### config.mk
export PLATFORM = sky130hd
export DESIGN_NAME = cpu_control_fsm
export DESIGN_NICKNAME = d
export VERILOG_FILES = /design/src/rtl/cpu_control_fsm.sv
export SDC_FILE = /design/constraint.sdc
export NUM_CORES = 1
export LEC_CHECK = 0
export ABC_AREA = 1
export BUFFER_PORTS_ARGS = -buffer_cell sky130_fd_sc_hd__buf_2
export CELL_PAD_IN_SITES_DETAIL_PLACEMENT = 0
export CELL_PAD_IN_SITES_GLOBAL_PLACEMENT = 1
export CORE_UTILIZATION = 35
export CTS_CLUSTER_DIAMETER = 60
export DETAILED_ROUTE_END_ITERATION = 6
export GPL_TIMING_DRIVEN = 0
export PLACE_DENSITY_LB_ADDON = 0.1
export SLEW_MARGIN = 0
export SYNTH_ARGS = -nofsm -noshare
export SYNTH_HDL_FRONTEND = slang
export SYNTH_SLANG_ARGS = --single-unit
### constraint.sdc
create_clock -name clk -period 3 [get_ports clk]
set_input_delay 0.45 -clock clk [delete_from_list [all_inputs] [get_ports clk]]
set_output_delay 0.45 -clock clk [all_outputs]
set_load 0.005 [all_outputs]
### src/rtl/cpu_control_fsm.sv
// ============================================================================
// Module      : cpu_control_fsm
// Description : Multi-cycle FETCH/DECODE/EXEC/MEM control sequencer for the
//               16-bit CPU, with memory timeout fault and retire counter.
// Revision    : 1.0 - initial release
// ============================================================================
`default_nettype none

module cpu_control_fsm #(
  parameter int MEM_TIMEOUT = 16,
  parameter int CNT_W       = 16
) (
  input  logic             clk,
  input  logic             rst,
  input  logic [22:0]      dec_ops,
  input  logic             flag_z,
  input  logic             flag_c,
  input  logic             mem_ready,
  output logic             mem_req,
  output logic             mem_we,
  output logic             addr_sel,
  output logic             ir_we,
  output logic             pc_we,
  output logic [1:0]       pc_sel,
  output logic             b_sel,
  output logic [2:0]       alu_op,
  output logic             reg_we,
  output logic [1:0]       wb_sel,
  output logic             flag_we,
  output logic             out_we,
  output logic             illegal_op,
  output logic             halted,
  output logic             fault,
  output logic [2:0]       state,
  output logic [CNT_W-1:0] inst_count
);

  localparam logic [2:0] c_st_fetch  = 3'd0;
  localparam logic [2:0] c_st_decode = 3'd1;
  localparam logic [2:0] c_st_exec   = 3'd2;
  localparam logic [2:0] c_st_mem    = 3'd3;
  localparam logic [2:0] c_st_halt   = 3'd4;
  localparam logic [2:0] c_st_fault  = 3'd5;

  localparam int c_op_mov = 0,  c_op_addi = 1,  c_op_subi = 2,  c_op_lhi = 3;
  localparam int c_op_lli = 4,  c_op_ldr  = 5,  c_op_str  = 6,  c_op_add = 7;
  localparam int c_op_adc = 8,  c_op_sub  = 9,  c_op_sbb  = 10, c_op_cmp = 11;
  localparam int c_op_bcc = 12, c_op_bcs  = 13, c_op_bne  = 14, c_op_beq = 15;
  localparam int c_op_bal = 16, c_op_jmp  = 17, c_op_jall = 18, c_op_jalr = 19;
  localparam int c_op_jr  = 20, c_op_outr = 21, c_op_hlt  = 22;

  localparam int c_wait_w = (MEM_TIMEOUT > 1) ? $clog2(MEM_TIMEOUT) : 1;
  localparam logic [c_wait_w-1:0] c_wait_last = c_wait_w'(MEM_TIMEOUT - 1);

  logic [2:0]          r_state, w_next;
  logic [c_wait_w-1:0] r_wait;
  logic [CNT_W-1:0]    r_cnt;

  logic       w_mem_req, w_mem_we, w_addr_sel, w_ir_we, w_pc_we, w_b_sel;
  logic [1:0] w_pc_sel, w_wb_sel;
  logic [2:0] w_alu_op;
  logic       w_reg_we, w_flag_we, w_out_we, w_illegal, w_retire;
  logic       w_onehot, w_wait_done, w_rel_take;

  assign w_onehot    = (dec_ops != '0) && ((dec_ops & (dec_ops - 23'd1)) == '0);
  assign w_wait_done = (r_wait == c_wait_last);
  assign w_rel_take  = (dec_ops[c_op_bcc] & ~flag_c) | (dec_ops[c_op_bcs] & flag_c) |
                       (dec_ops[c_op_bne] & ~flag_z) | (dec_ops[c_op_beq] & flag_z) |
                       dec_ops[c_op_bal] | dec_ops[c_op_jmp] | dec_ops[c_op_jall];

  always_comb begin
    w_next     = r_state;
    w_mem_req  = 1'b0;
    w_mem_we   = 1'b0;
    w_addr_sel = 1'b0;
    w_ir_we    = 1'b0;
    w_pc_we    = 1'b0;
    w_pc_sel   = 2'd0;
    w_b_sel    = 1'b0;
    w_alu_op   = 3'd0;
    w_reg_we   = 1'b0;
    w_wb_sel   = 2'd0;
    w_flag_we  = 1'b0;
    w_out_we   = 1'b0;
    w_illegal  = 1'b0;
    w_retire   = 1'b0;
    unique case (r_state)
      c_st_fetch: begin
        w_mem_req = 1'b1;
        if (mem_ready) begin
          w_ir_we = 1'b1;
          w_pc_we = 1'b1;
          w_next  = c_st_decode;
        end else if (w_wait_done) begin
          w_next = c_st_fault;
        end
      end
      c_st_decode: w_next = c_st_exec;
      c_st_exec: begin
        w_next   = c_st_fetch;
        w_retire = 1'b1;
        if (!w_onehot) begin
          w_illegal = 1'b1;
        end else begin
          if (dec_ops[c_op_add]) begin w_reg_we = 1'b1; w_flag_we = 1'b1; end
          if (dec_ops[c_op_adc]) begin w_alu_op = 3'd1; w_reg_we = 1'b1; w_flag_we = 1'b1; end
          if (dec_ops[c_op_sub]) begin w_alu_op = 3'd2; w_reg_we = 1'b1; w_flag_we = 1'b1; end
          if (dec_ops[c_op_sbb]) begin w_alu_op = 3'd3; w_reg_we = 1'b1; w_flag_we = 1'b1; end
          if (dec_ops[c_op_addi]) begin w_b_sel = 1'b1; w_reg_we = 1'b1; w_flag_we = 1'b1; end
          if (dec_ops[c_op_subi]) begin
            w_alu_op = 3'd2; w_b_sel = 1'b1; w_reg_we = 1'b1; w_flag_we = 1'b1;
          end
          if (dec_ops[c_op_cmp]) begin w_alu_op = 3'd2; w_flag_we = 1'b1; end
          if (dec_ops[c_op_mov]) begin w_alu_op = 3'd4; w_reg_we = 1'b1; end
          if (dec_ops[c_op_lhi]) begin w_alu_op = 3'd5; w_b_sel = 1'b1; w_reg_we = 1'b1; end
          if (dec_ops[c_op_lli]) begin w_alu_op = 3'd6; w_b_sel = 1'b1; w_reg_we = 1'b1; end
          // Loads/stores compute their address here and retire only in MEM.
          if (dec_ops[c_op_ldr] | dec_ops[c_op_str]) begin
            w_b_sel  = 1'b1;
            w_retire = 1'b0;
            w_next   = c_st_mem;
          end
          if (w_rel_take) begin w_pc_we = 1'b1; w_pc_sel = 2'd1; end
          if (dec_ops[c_op_jalr] | dec_ops[c_op_jr]) begin w_pc_we = 1'b1; w_pc_sel = 2'd2; end
          if (dec_ops[c_op_jall] | dec_ops[c_op_jalr]) begin w_reg_we = 1'b1; w_wb_sel = 2'd2; end
          if (dec_ops[c_op_outr]) w_out_we = 1'b1;
          if (dec_ops[c_op_hlt]) w_next = c_st_halt;
        end
      end
      c_st_mem: begin
        w_mem_req  = 1'b1;
        w_addr_sel = 1'b1;
        w_mem_we   = dec_ops[c_op_str];
        w_b_sel    = 1'b1;
        if (mem_ready) begin
          w_reg_we = dec_ops[c_op_ldr];
          w_wb_sel = dec_ops[c_op_ldr] ? 2'd1 : 2'd0;
          w_retire = 1'b1;
          w_next   = c_st_fetch;
        end else if (w_wait_done) begin
          w_next = c_st_fault;
        end
      end
      c_st_halt:  w_next = c_st_halt;
      c_st_fault: w_next = c_st_fault;
      default:    w_next = c_st_fault;
    endcase
  end

  always_ff @(posedge clk) begin
    if (rst) begin
      r_state <= c_st_fetch;
      r_wait  <= '0;
      r_cnt   <= '0;
    end else begin
      r_state <= w_next;
      if (w_retire) r_cnt <= r_cnt + CNT_W'(1);
      // Counts consecutive unanswered request cycles; any state change restarts it.
      if (w_next != r_state || mem_ready) r_wait <= '0;
      else if (r_state == c_st_fetch || r_state == c_st_mem) r_wait <= r_wait + 1'b1;
    end
  end

  assign mem_req    = w_mem_req  & ~rst;
  assign mem_we     = w_mem_we   & ~rst;
  assign addr_sel   = w_addr_sel & ~rst;
  assign ir_we      = w_ir_we    & ~rst;
  assign pc_we      = w_pc_we    & ~rst;
  assign pc_sel     = rst ? 2'd0 : w_pc_sel;
  assign b_sel      = w_b_sel    & ~rst;
  assign alu_op     = rst ? 3'd0 : w_alu_op;
  assign reg_we     = w_reg_we   & ~rst;
  assign wb_sel     = rst ? 2'd0 : w_wb_sel;
  assign flag_we    = w_flag_we  & ~rst;
  assign out_we     = w_out_we   & ~rst;
  assign illegal_op = w_illegal  & ~rst;
  assign halted     = ~rst & ((r_state == c_st_halt) | (r_state == c_st_fault));
  assign fault      = ~rst & (r_state == c_st_fault);
  assign state      = r_state;
  assign inst_count = r_cnt;

endmodule

`default_nettype wire

==> results.ini <==
[setup_path]
slowest_delay_ns = 0.91
cp.arrival_ns = 2.31
reg2reg_from = inst_count[1]
crit_family = compound AO/OA/AOI/OAI gates
slowest_stage = a2111oi_0
crit_chain = buf_2 > nor2_1 > nand2_1 > a2111oi_0 > nor2_1 > or3_1 > buf_2
worst-path-max-fanout = 3
crit_required_ns = 2.55
critPathLaunchType = primary input
end_kind = output pin
critPathBufInv = 2
worstRegToRegCells = 9
r2r_slack_ns = 1.00
reg2reg_to = inst_count[14]
crit_type = primary input to output pin
cp_num_cells = 7
crit_start = dec_ops[17]

[cts]
clock-sinks = 23
htree_levels = 1
cts_hold_buf = 0
cts_tree = built
ctsResizeCount = 0
clock_latency_ns = 0.27
clock_path_buffers = 2
post_cts_buffers = 0
cts_buffers = 3
cts_root_buffer = clkbuf_8
clk_pin_slew_ns = 0.09

[worst_hold_path]
whs_endpoint = inst_count[0]
holdPathStages = 1
min_path_type = flop to flop
min_from = inst_count[0]

[cells_and_area]
fin_cells = 483
diodes = 0
finalNetCount = 442
area_delta_synth_final_pct = 22.7
final_cell_area_mm2 = 0.00248
drive_gt1_frac = 0.253

[placement]
place_area_mm2 = 0.00244
dp.cells = 479
dp_hpwl_um = 4600
place_congestion = 0.845
io_buffers = 65

[routing]
dr.first_iter.drc_count = 107
antenna_left = 0
wirelength_um = 5640
vias_per_cell = 4.78
avgRoutedWirePerCell_um = 11.7
firstDrtPassIters = 4
dr_total_vias = 2311
drc = 0

[logic_synthesis]
synthTopCellsByArea = dfxtp_1 (23%), nand2_1 (17%), nor2_1 (13%)
yosysTopAreaCellShare = 0.227
synth_area_mm2 = 0.00202
synth_cell_type_count = 34
synthTopCellsByCount = nand2_1 (91), nor2_1 (70), inv_1 (28), nand3_1 (28), dfxtp_1 (23)
synth-warning-count = 0
syn_nets = 372
yosys.cell_count.top_type = nand2_1
synth_seq_cells = 23
synth_seq_area_share = 0.227
ys.flop_type = dfxtp_1
yosys.area.top_type = dfxtp_1
synth.avg_cell_area_um2 = 5.92
netlist_instances = 342
synth_edf_count = 0
ys_async_sr_fraction = 0

[sta]
fmax_mhz = 363
fin_tns_setup_ns = 0
slew_headroom = 0.294
worstMarginPinSlew_ns = 1.03
period_needed_ns = 2.76
slew_violations = 0
hold_viol = 0
fin_skew_ns = 0.0103
setup_viol = 0
min_period_over_period = 0.919
rsz0062_at_grt = no

[die]
die_x_um = 78.1
design.core.area_mm2 = 0.00554
die_h_um = 78.1
ios = 66
rows = 27
initial_utilization = 0.365
die-area_mm2 = 0.00609

[flow_run]
drv_cap = 0

[pwr]
p_leak_uw = 0.00116
vdd_drop_max_mv = 0.165
power_density_mw_per_mm2 = 262

[grt]
grt_pass1_vias = 2075
grt_usage = 0.199
grt-ovfl-total = 0
antenna_found_initial = 0
grt_pass1_wl_um = 9870
grt_max_degree = 13

[outcome]
outcome = finished clean

[metrics by stage]
stage | power (uW) | hold WS (ns) | setup slack, ns | util
after detailed placement | 460 | 0.489 | 0.266 | 0.440
after CTS | 657 | 0.511 | 0.226 | 0.449
after global placement | 460 | 0.483 | 0.218 | 0.440
after global routing | 690 | 0.559 | 0.0276 | 0.449
final | 651 | 0.511 | 0.243 | 0.449
after floorplan | 402 | 0.469 | 0.764 | -
[sequential cells by signal (all words and copies together), names as in the netlist]
| register | count |
|---|---|
| r_wait | 4 |
| inst_count | 16 |
| state | 3 |
[worst register-to-register path: cells and delay by family, from the launching register on]
family	cells	cell delay, ns
adder cells (fa/ha/maj)	1	0.23
flip-flops	1	0.40
AND/OR/NAND/NOR	8	1.29
[cell families (layout without fill, tap and decap cells)]
logic type | after synthesis | count (layout) | share of synthesized area
xor+xnor | 6 | 6 | 0.0260
mux | 2 | 2 | 0.0105
fa+ha+maj | 2 | 2 | 0.0124
compound gates | 35 | 35 | 0.0964
buf+inv | 36 | 105 | 0.0748
simple gates | 238 | 238 | 0.553
flops | 23 | 23 | 0.227
[layer usage]
metal | global-route usage | vias up | wire length, um
li1 | - | 1256 | -
met1 | 0.303 | 1003 | 3100
met2 | 0.297 | 47 | 2300
met3 | 0.0302 | 5 | 219
met4 | 0.0278 | 0 | 25
met5 | 0 | - | 0
[cell type report]
cell class / count / area [um^2]
fillers: 644 / 3060
multi-input cells: 283 / 1410
flip-flops and latches: 23 / 460
repair buffers: 65 / 325
inverters: 31 / 116
well taps: 72 / 90.1
clock buffers: 4 / 45.0
plain buffers: 5 / 35.0
[power breakdown]
group / total, uW / internal, uW / switching (uW)
Sequential: 313 / 309 / 4.94
Clock: 199 / 95.0 / 104
Combinational: 139 / 50.4 / 88.6
Total: 651 / 454 / 197
[layout by cell type, fill, tap and decap left out, types with 6 or more instances in the layout]
cell / Yosys / layout
nor3_1: 6 / 6
nand3_1: 28 / 28
buf_2: 1 / 66
nand3_2: 9 / 9
dfxtp_1: 23 / 23
inv_1: 28 / 28
a21oi_1: 21 / 21
nor2_2: 8 / 8
nand2_1: 91 / 91
nor2_1: 70 / 70
[worst max path at each step]
| stage | slack (ns) | endpoint |
|---|---|---|
| final | 0.24 | pc_we |
| after global routing | 0.03 | pc_we |
| after CTS | 0.23 | pc_we |
| after detailed placement | 0.27 | pc_we |
| after global placement | 0.22 | pc_we |
| after floorplan | 0.76 | pc_we |
Power figures use the tool's default switching activity.
